### src/rtl/hazard_ctrl_pkg.sv
// Shared CPU definitions for the hazard controller: FSM encodings and MDU defaults.
// Pure definitions, no logic.
package hazard_ctrl_pkg;

    typedef enum logic {
        RUN      = 1'b0,
        MDU_WAIT = 1'b1
    } hz_state_t;

    localparam int MDU_LATENCY_DEFAULT = 32;
    localparam int CNT_W               = 6;

endpackage

### src/rtl/hazard_ctrl_sat_counter.sv
// Saturating up-counter: counts cycles with inc=1, sticks at all-ones.
// Latency: count updates one cycle after inc; no backpressure.
module sat_counter #(
    parameter int W = 32
) (
    input  logic         clk,
    input  logic         rst,
    input  logic         inc,
    output logic [W-1:0] count
);

    always_ff @(posedge clk or posedge rst) begin
        if (rst) begin
            count <= '0;
        end else if (inc && (count != {W{1'b1}})) begin
            count <= count + 1'b1;
        end
    end

endmodule

### src/rtl/hazard_ctrl.sv
// Pipeline hazard controller: MDU stall > branch flush > load-use stall > jump flush.
// Latency: pipeline controls combinational from inputs; MDU occupancy tracked by a 2-state FSM.
module hazard_ctrl
    import hazard_ctrl_pkg::*;
#(
    parameter int MDU_LATENCY = MDU_LATENCY_DEFAULT
) (
    input  logic        clk,
    input  logic        rst,
    input  logic [4:0]  IF_ID_Rs,
    input  logic [4:0]  IF_ID_Rt,
    input  logic        ID_EX_MemRead,
    input  logic [4:0]  ID_EX_RegWrAddr,
    input  logic        EX_BranchTaken,
    input  logic        ID_Jump,
    input  logic        EX_MduStart,
    output logic        PC_Wr,
    output logic        IF_ID_Wr,
    output logic        IF_ID_Flush,
    output logic        ID_EX_Wr,
    output logic        ID_EX_Flush,
    output logic        EX_MEM_Flush,
    output logic        MduBusy,
    output logic        MduDone,
    output logic [31:0] StallCycles
);

    localparam logic [CNT_W-1:0] CNT_INIT = CNT_W'(MDU_LATENCY - 1);

    hz_state_t        state;
    logic [CNT_W-1:0] cnt;
    logic             done_q;
    logic             mdu_stall;
    logic             load_use;

    // done_q is raised one cycle ahead so it lines up with the cnt==1 cycle.
    always_ff @(posedge clk or posedge rst) begin
        if (rst) begin
            state  <= RUN;
            cnt    <= '0;
            done_q <= 1'b0;
        end else begin
            case (state)
                RUN: begin
                    if (EX_MduStart) begin
                        state  <= MDU_WAIT;
                        cnt    <= CNT_INIT;
                        done_q <= (MDU_LATENCY == 2);
                    end else begin
                        done_q <= 1'b0;
                    end
                end
                MDU_WAIT: begin
                    if (cnt == CNT_W'(1)) begin
                        state  <= RUN;
                        cnt    <= '0;
                        done_q <= 1'b0;
                    end else begin
                        cnt    <= cnt - 1'b1;
                        done_q <= (cnt == CNT_W'(2));
                    end
                end
                default: begin
                    state  <= RUN;
                    cnt    <= '0;
                    done_q <= 1'b0;
                end
            endcase
        end
    end

    assign MduDone   = done_q;
    assign MduBusy   = !rst && ((state == MDU_WAIT) || EX_MduStart);
    assign mdu_stall = MduBusy && !done_q;
    assign load_use  = ID_EX_MemRead && (ID_EX_RegWrAddr != 5'd0) &&
                       ((ID_EX_RegWrAddr == IF_ID_Rs) || (ID_EX_RegWrAddr == IF_ID_Rt));

    always_comb begin
        PC_Wr        = 1'b1;
        IF_ID_Wr     = 1'b1;
        IF_ID_Flush  = 1'b0;
        ID_EX_Wr     = 1'b1;
        ID_EX_Flush  = 1'b0;
        EX_MEM_Flush = 1'b0;
        if (!rst) begin
            if (mdu_stall) begin
                PC_Wr        = 1'b0;
                IF_ID_Wr     = 1'b0;
                ID_EX_Wr     = 1'b0;
                EX_MEM_Flush = 1'b1;
            end else if (EX_BranchTaken) begin
                IF_ID_Flush = 1'b1;
                ID_EX_Flush = 1'b1;
            end else if (load_use) begin
                PC_Wr       = 1'b0;
                IF_ID_Wr    = 1'b0;
                ID_EX_Flush = 1'b1;
            end else if (ID_Jump) begin
                IF_ID_Flush = 1'b1;
            end
        end
    end

    sat_counter #(.W(32)) u_stall (
        .clk   (clk),
        .rst   (rst),
        .inc   (!PC_Wr),
        .count (StallCycles)
    );

endmodule
### config.mk
export PLATFORM = sky130hd
export DESIGN_NAME = hazard_ctrl
export DESIGN_NICKNAME = d
export VERILOG_FILES = /design/src/rtl/hazard_ctrl_pkg.sv /design/src/rtl/hazard_ctrl_sat_counter.sv /design/src/rtl/hazard_ctrl.sv
export SDC_FILE = /design/constraint.sdc
export NUM_CORES = 1
export LEC_CHECK = 0
export BUFFER_PORTS_ARGS = -buffer_cell sky130_fd_sc_hd__buf_2
export CAP_MARGIN = 25
export CORE_MARGIN = 2
export CORE_UTILIZATION = 50
export DETAILED_ROUTE_END_ITERATION = 12
export HOLD_SLACK_MARGIN = 0.05
export PLACE_DENSITY = 0.77
export SLEW_MARGIN = 10
export SYNTH_ARGS = -nofsm -noshare
export SYNTH_HDL_FRONTEND = slang
export SYNTH_SLANG_ARGS = --single-unit
### constraint.sdc
create_clock -name clk -period 4.3 [get_ports clk]
set_input_delay 0.215 -clock clk [delete_from_list [all_inputs] [get_ports clk]]
set_output_delay 0.215 -clock clk [all_outputs]
set_load 0.02 [all_outputs]
After elaboration in Yosys (flattened, before gate mapping):

Cells that the tools add are included.

* bits of input ports: 21
* output and inout port bits: 40
* register bits after elaboration: 40
* logic and storage cells: 49

* bitwise gates (word level): 1
* mux-type cells: 25
* add/subtract/negate cells: 2
* equal/unequal tests: 6
* reductions and logical operators: 11

Operators by type and width (count)
* adder 32 x 1 -> 32 bit, second input constant: 1
* inequality test 32 bit, second input constant: 1
* 2-to-1 mux 1 bit: 20
* 2-to-1 mux 6 bit: 2
* case mux 6 bit (2 select lines): 1
* == test 5 bit: 2
* == test 6 x 1 -> 1 bit, second input constant: 1
* == test 6 x 2 -> 1 bit, second input constant: 1
* subtractor 6 x 1 -> 6 bit, second input constant: 1
* logical AND 1 bit: 5
* nonzero test 5 bit: 1
* case mux 1 bit (2 select lines): 2
* zero test 1 bit: 3
* logical OR 1 bit: 2
* inequality test 2 bit, second input constant: 1
* inverter 1 bit: 1

Depth between registers and ports, before layout:

* depth in word-level cells: 9
* depth in mapped cells: 10
* mapped depth without buffers: 8

Modules after synthesis:

From an unflattened synthesis, not the netlist that was laid out.

* cells, all modules: 212
* area, all modules: 2178.3 µm²

Modules (own cells, without submodules)
* sat_counter: seq. area each 800.8 µm², instances 1, area each 1561.5 µm², cells an instance 139
* hazard_ctrl: seq. area each 200.2 µm², instances 1, area each 616.8 µm², cells an instance 73

Worst setup path before layout:

OpenSTA, ideal clock, no wires.

* kind: register -> register
* start: reg state
* end: reg u_stall.count[22]
* cell stages (with the launch flop): 9
* period minus slack after synthesis: 2353 ps
* buffers on the path: 2
* setup time: 130 ps
* setup slack: 1947 ps
* arrival: 2223 ps
* required time: 4170 ps
* cells stage by stage: dfrtp_1 > buf_2 > nor2_1 > nor3_1 > a31oi_2 > a21oi_4 > buf_6 > nand4_1 > xnor2_1

* word-level cells in the longest chain between the ends: 7

Ends and longest elaborated chain
* start: declaration: RTL line hazard_ctrl.sv:30 `hz_state_t state;`
* start signal: assignment: RTL line hazard_ctrl.sv:39 `state <= RUN;`
* start signal: assignment: RTL line hazard_ctrl.sv:46 `state <= MDU_WAIT;`
* start signal: assignment: RTL line hazard_ctrl.sv:55 `state <= RUN;`
* logical OR 1 bit: RTL line hazard_ctrl.sv:73 `assign MduBusy = !rst && ((state == MDU_WAIT) || EX_MduStart);`
* logical AND 1 bit: RTL line hazard_ctrl.sv:73
* logical AND 1 bit: RTL line hazard_ctrl.sv:74 `assign mdu_stall = MduBusy && !done_q;`
* 2-to-1 mux 1 bit (2 in a row)
* named net IF_ID_Wr: RTL line hazard_ctrl.sv:18 `output logic IF_ID_Wr,`
* zero test 1 bit: RTL line hazard_ctrl.sv:107 `.inc (!PC_Wr),`
* logical AND 1 bit: RTL line hazard_ctrl_sat_counter.sv:15 `end else if (inc && (count != {W{1'b1}})) begin`
* end signal: assignment: RTL line hazard_ctrl_sat_counter.sv:16 `count <= count + 1'b1;`
* end: declaration: RTL line hazard_ctrl_sat_counter.sv:9 `output logic [W-1:0] count`

The timed path passes the listed nets, and every way through them passes these cells.
A chain may end at the register's enable or synchronous reset.

Final worst setup path:

* start: reg state
* end: reg u_stall.count[1]

* word-level cells in the longest chain between the ends: 7

Ends and longest elaborated chain
* logical OR 1 bit: RTL line hazard_ctrl.sv:73
* logical AND 1 bit: RTL line hazard_ctrl.sv:73
* logical AND 1 bit: RTL line hazard_ctrl.sv:74
* 2-to-1 mux 1 bit: RTL line hazard_ctrl.sv:86 `if (mdu_stall) begin`
* 2-to-1 mux 1 bit: RTL line hazard_ctrl.sv:85 `if (!rst) begin`
* zero test 1 bit: RTL line hazard_ctrl.sv:107
* logical AND 1 bit: RTL line hazard_ctrl_sat_counter.sv:15

No other way between the ends.

==> impl_metrics.env <==
export IMPL_syn_nets=239
export IMPL_hold_path_class="primary input to asynchronous set/reset pin"
export IMPL_worst_pin_slew_ns=0.7601
export IMPL_nFillCells=360
export IMPL_ys_ff_latch=40
export IMPL_crit_path_end_kind="register"
export IMPL_p_per_area_mw_per_mm2=426.8
export IMPL_drt_pass1_iterations=4
export IMPL_maxSlewViolCount=0
export IMPL_arrival_ns=2.54
export IMPL_synth_edf_count=0
export IMPL_path_depth=5
export IMPL_dpl_hpwl_mm=3.127
export IMPL_dieArea_mm2=0.004880
export IMPL_drc_errors=0
export IMPL_wire_per_inst_um=12.87
export IMPL_synthMuxAreaShare_pct=0.5193
export IMPL_period_needed_ns=2.362
export IMPL_num_rows=23
export IMPL_place_gp_congestion=0.7627
export IMPL_maxCapViolCount=0
export IMPL_regArea_mm2=0.001001
export IMPL_grt_pass1_vias=1668
export IMPL_fmax_mhz=423.4
export IMPL_ios=61
export IMPL_grt_pass1_wl_mm=7.445
export IMPL_critPathKind="register to register"
export IMPL_cts_hold_buf=0
export IMPL_yosysSeqAreaShare_pct=46.16
export IMPL_timing_final_crit_share_pct=54.93
export IMPL_drive_above_1_share_pct=27.90
export IMPL_cts_setup_buffers=0
export IMPL_ant_nets=0
export IMPL_cp_start_kind="register"
export IMPL_crit_slowest_cell="a21oi_4"
export IMPL_syn_inst=214
export IMPL_path_buf_inv=0
export IMPL_synth_cell_types=36
export IMPL_slew_headroom_pct=49.21
export IMPL_coreArea_mm2=0.004086
export IMPL_antenna_cells=0
export IMPL_yosys_most_used_dff="dfrtp_1"
export IMPL_path_delay_family="compound AO/OA/AOI/OAI gates"
export IMPL_multi_input_area_mm2=0.001102
export IMPL_synth_area_mm2=0.002168
export IMPL_synth_compound_area_share_pct=4.847
export IMPL_yosys_area_share_simple_pct=25.79
export IMPL_cts_made_buffers=5
export IMPL_power_mw=1.097
export IMPL_async_reset_ff_share_pct=100.0
export IMPL_cts_root_buffer="clkbuf_8"
export IMPL_cts_sinks=40
export IMPL_cp_max_fo=28
export IMPL_die_y_um=69.86
export IMPL_synthXorXnorAreaFrac_pct=17.37
export IMPL_cts_tree="done"
export IMPL_leakage_nw=1.198
export IMPL_netlist_area_leader_share_pct=46.16
export IMPL_rsz0062_at_grt="no"
export IMPL_avgSynthCellArea_um2=10.13
export IMPL_routed_wl_mm=4.196
export IMPL_overflow=0
export IMPL_critPathRequiredTime_ns=4.47
export IMPL_tns_ns=0
export IMPL_synth_common_cells="dfrtp_1 (40), xnor2_1 (40), nand2_1 (23), nand3_1 (13), nor2_1 (13)"
export IMPL_synth_top_family_by_area="simple AND/OR/NAND/NOR gates"
export IMPL_synth_top_area_cell="dfrtp_1"
export IMPL_vdd_drop_max_mv=0.3133
export IMPL_ctsLongestPathBuffers=2
export IMPL_syn_to_final_growth_pct=18.52
export IMPL_finalSetupViolations=0
export IMPL_synth_adder_area_share_pct=2.308
export IMPL_synthTopCellsByArea="dfrtp_1 (46%), xnor2_1 (16%), nand2_1 (4.0%)"
export IMPL_yosys_warnings=0
export IMPL_final_nets=301
export IMPL_cpPeakStageDelay_ns=0.64
export IMPL_clk_pin_slew_worst_paths_ns=0.07
export IMPL_gr_usage_all_layers_pct=18.77
export IMPL_vias=1711
export IMPL_drt_iter0_drc=73
export IMPL_hold_viol=0
export IMPL_ff2ff_path_depth=5
export IMPL_die_x_um=69.86
export IMPL_finalClockSkew_ns=0.006735
export IMPL_viasPerCell=5.248
export IMPL_clk_latency_ns=0.28
export IMPL_antenna_found_initial=0
export IMPL_crit_chain="nor2_1 > nor3_1 > a31oi_2 > a21oi_4 > mux2_2"
export IMPL_place_port_buffers=60
export IMPL_cts_max_level=2
export IMPL_grt_max_degree=41
export IMPL_outcome="finished, final reports clean"
export IMPL_ctsResizeCount=0
export IMPL_start_util_pct=53.06
==> metal layers <==
metal  track usage [%]  vias up  wire length, um
met2             31.85       28             1983
li1                  -      866                -
met1             23.68      810             2003
met3             4.906        7              158
met4             5.342        0               51
met5                 0        -                0
==> final timing paths <==
kind                                   start           endpoint  slack, ns
setup reg to reg                       state   u_stall.count[1]       1.94
min in group clk                 EX_MduStart              state       0.28
max in group asynchronous                rst   u_stall.count[6]       3.87
hold reg to reg            u_stall.count[28]  u_stall.count[28]       0.48
hold / removal                           rst            MduDone       0.08
setup / recovery                       state   u_stall.count[1]       1.94
==> tightest hold or removal path: stages <==
cell,delay [ns]
buf_2,0.13
inv_1,0.05
buf_4,0.42
==> registers in the layout, summed over array words and instances, names as in the netlist <==
name           count
u_stall.count     32
MduDone            1
state              1
cnt                6
==> metrics by stage <==
step	setup slack, ns	utilization [%]	cell area (um^2)	std cells	hold slack [ns]
after floorplan	1.947	-	2168	214	0.3478
after global placement	1.981	60.99	2492	319	0.4130
after detailed placement	1.965	60.99	2492	319	0.4094
after CTS	1.954	62.89	2570	326	0.1008
after global routing	1.719	62.89	2570	326	0.1491
final	1.938	62.89	2570	326	0.08423
==> report_power, final <==
part           switching (mW)  total, mW  internal [mW]
sequential             0.0782      0.521          0.443
combinational           0.204      0.349          0.145
clock                   0.117      0.227          0.110
==> cells by family (layout without fill, tap and decap cells) <==
family | after synthesis | in the layout
DFF | 40 | 40
AOI/OAI and AO/OA | 14 | 14
adders and majority gates | 4 | 4
and+or+nand+nor | 101 | 101
buffers and inverters | 11 | 73
xor gates and xnor gates | 43 | 43
muxes | 1 | 1
==> final cells by class <==
class,count,share of cell area (%)
clock buffer,6,2.824
clock inverter,1,0.1947
inverter,5,0.7303
multi-input combinational,163,42.89
sequential,40,38.95
tap,50,2.434
timing repair buffer,61,11.98
==> cells in the final DEF, fill, tap and decap left out, types with 9 or more instances in the layout <==
cell	Yosys	layout
and3_1	9	9
buf_2	1	60
dfrtp_1	40	40
nand2_1	23	23
nand3_1	13	13
nand4_1	12	12
nor2_1	13	13
nor3_1	9	9
xnor2_1	40	40
(Power assumes the default switching activity.)
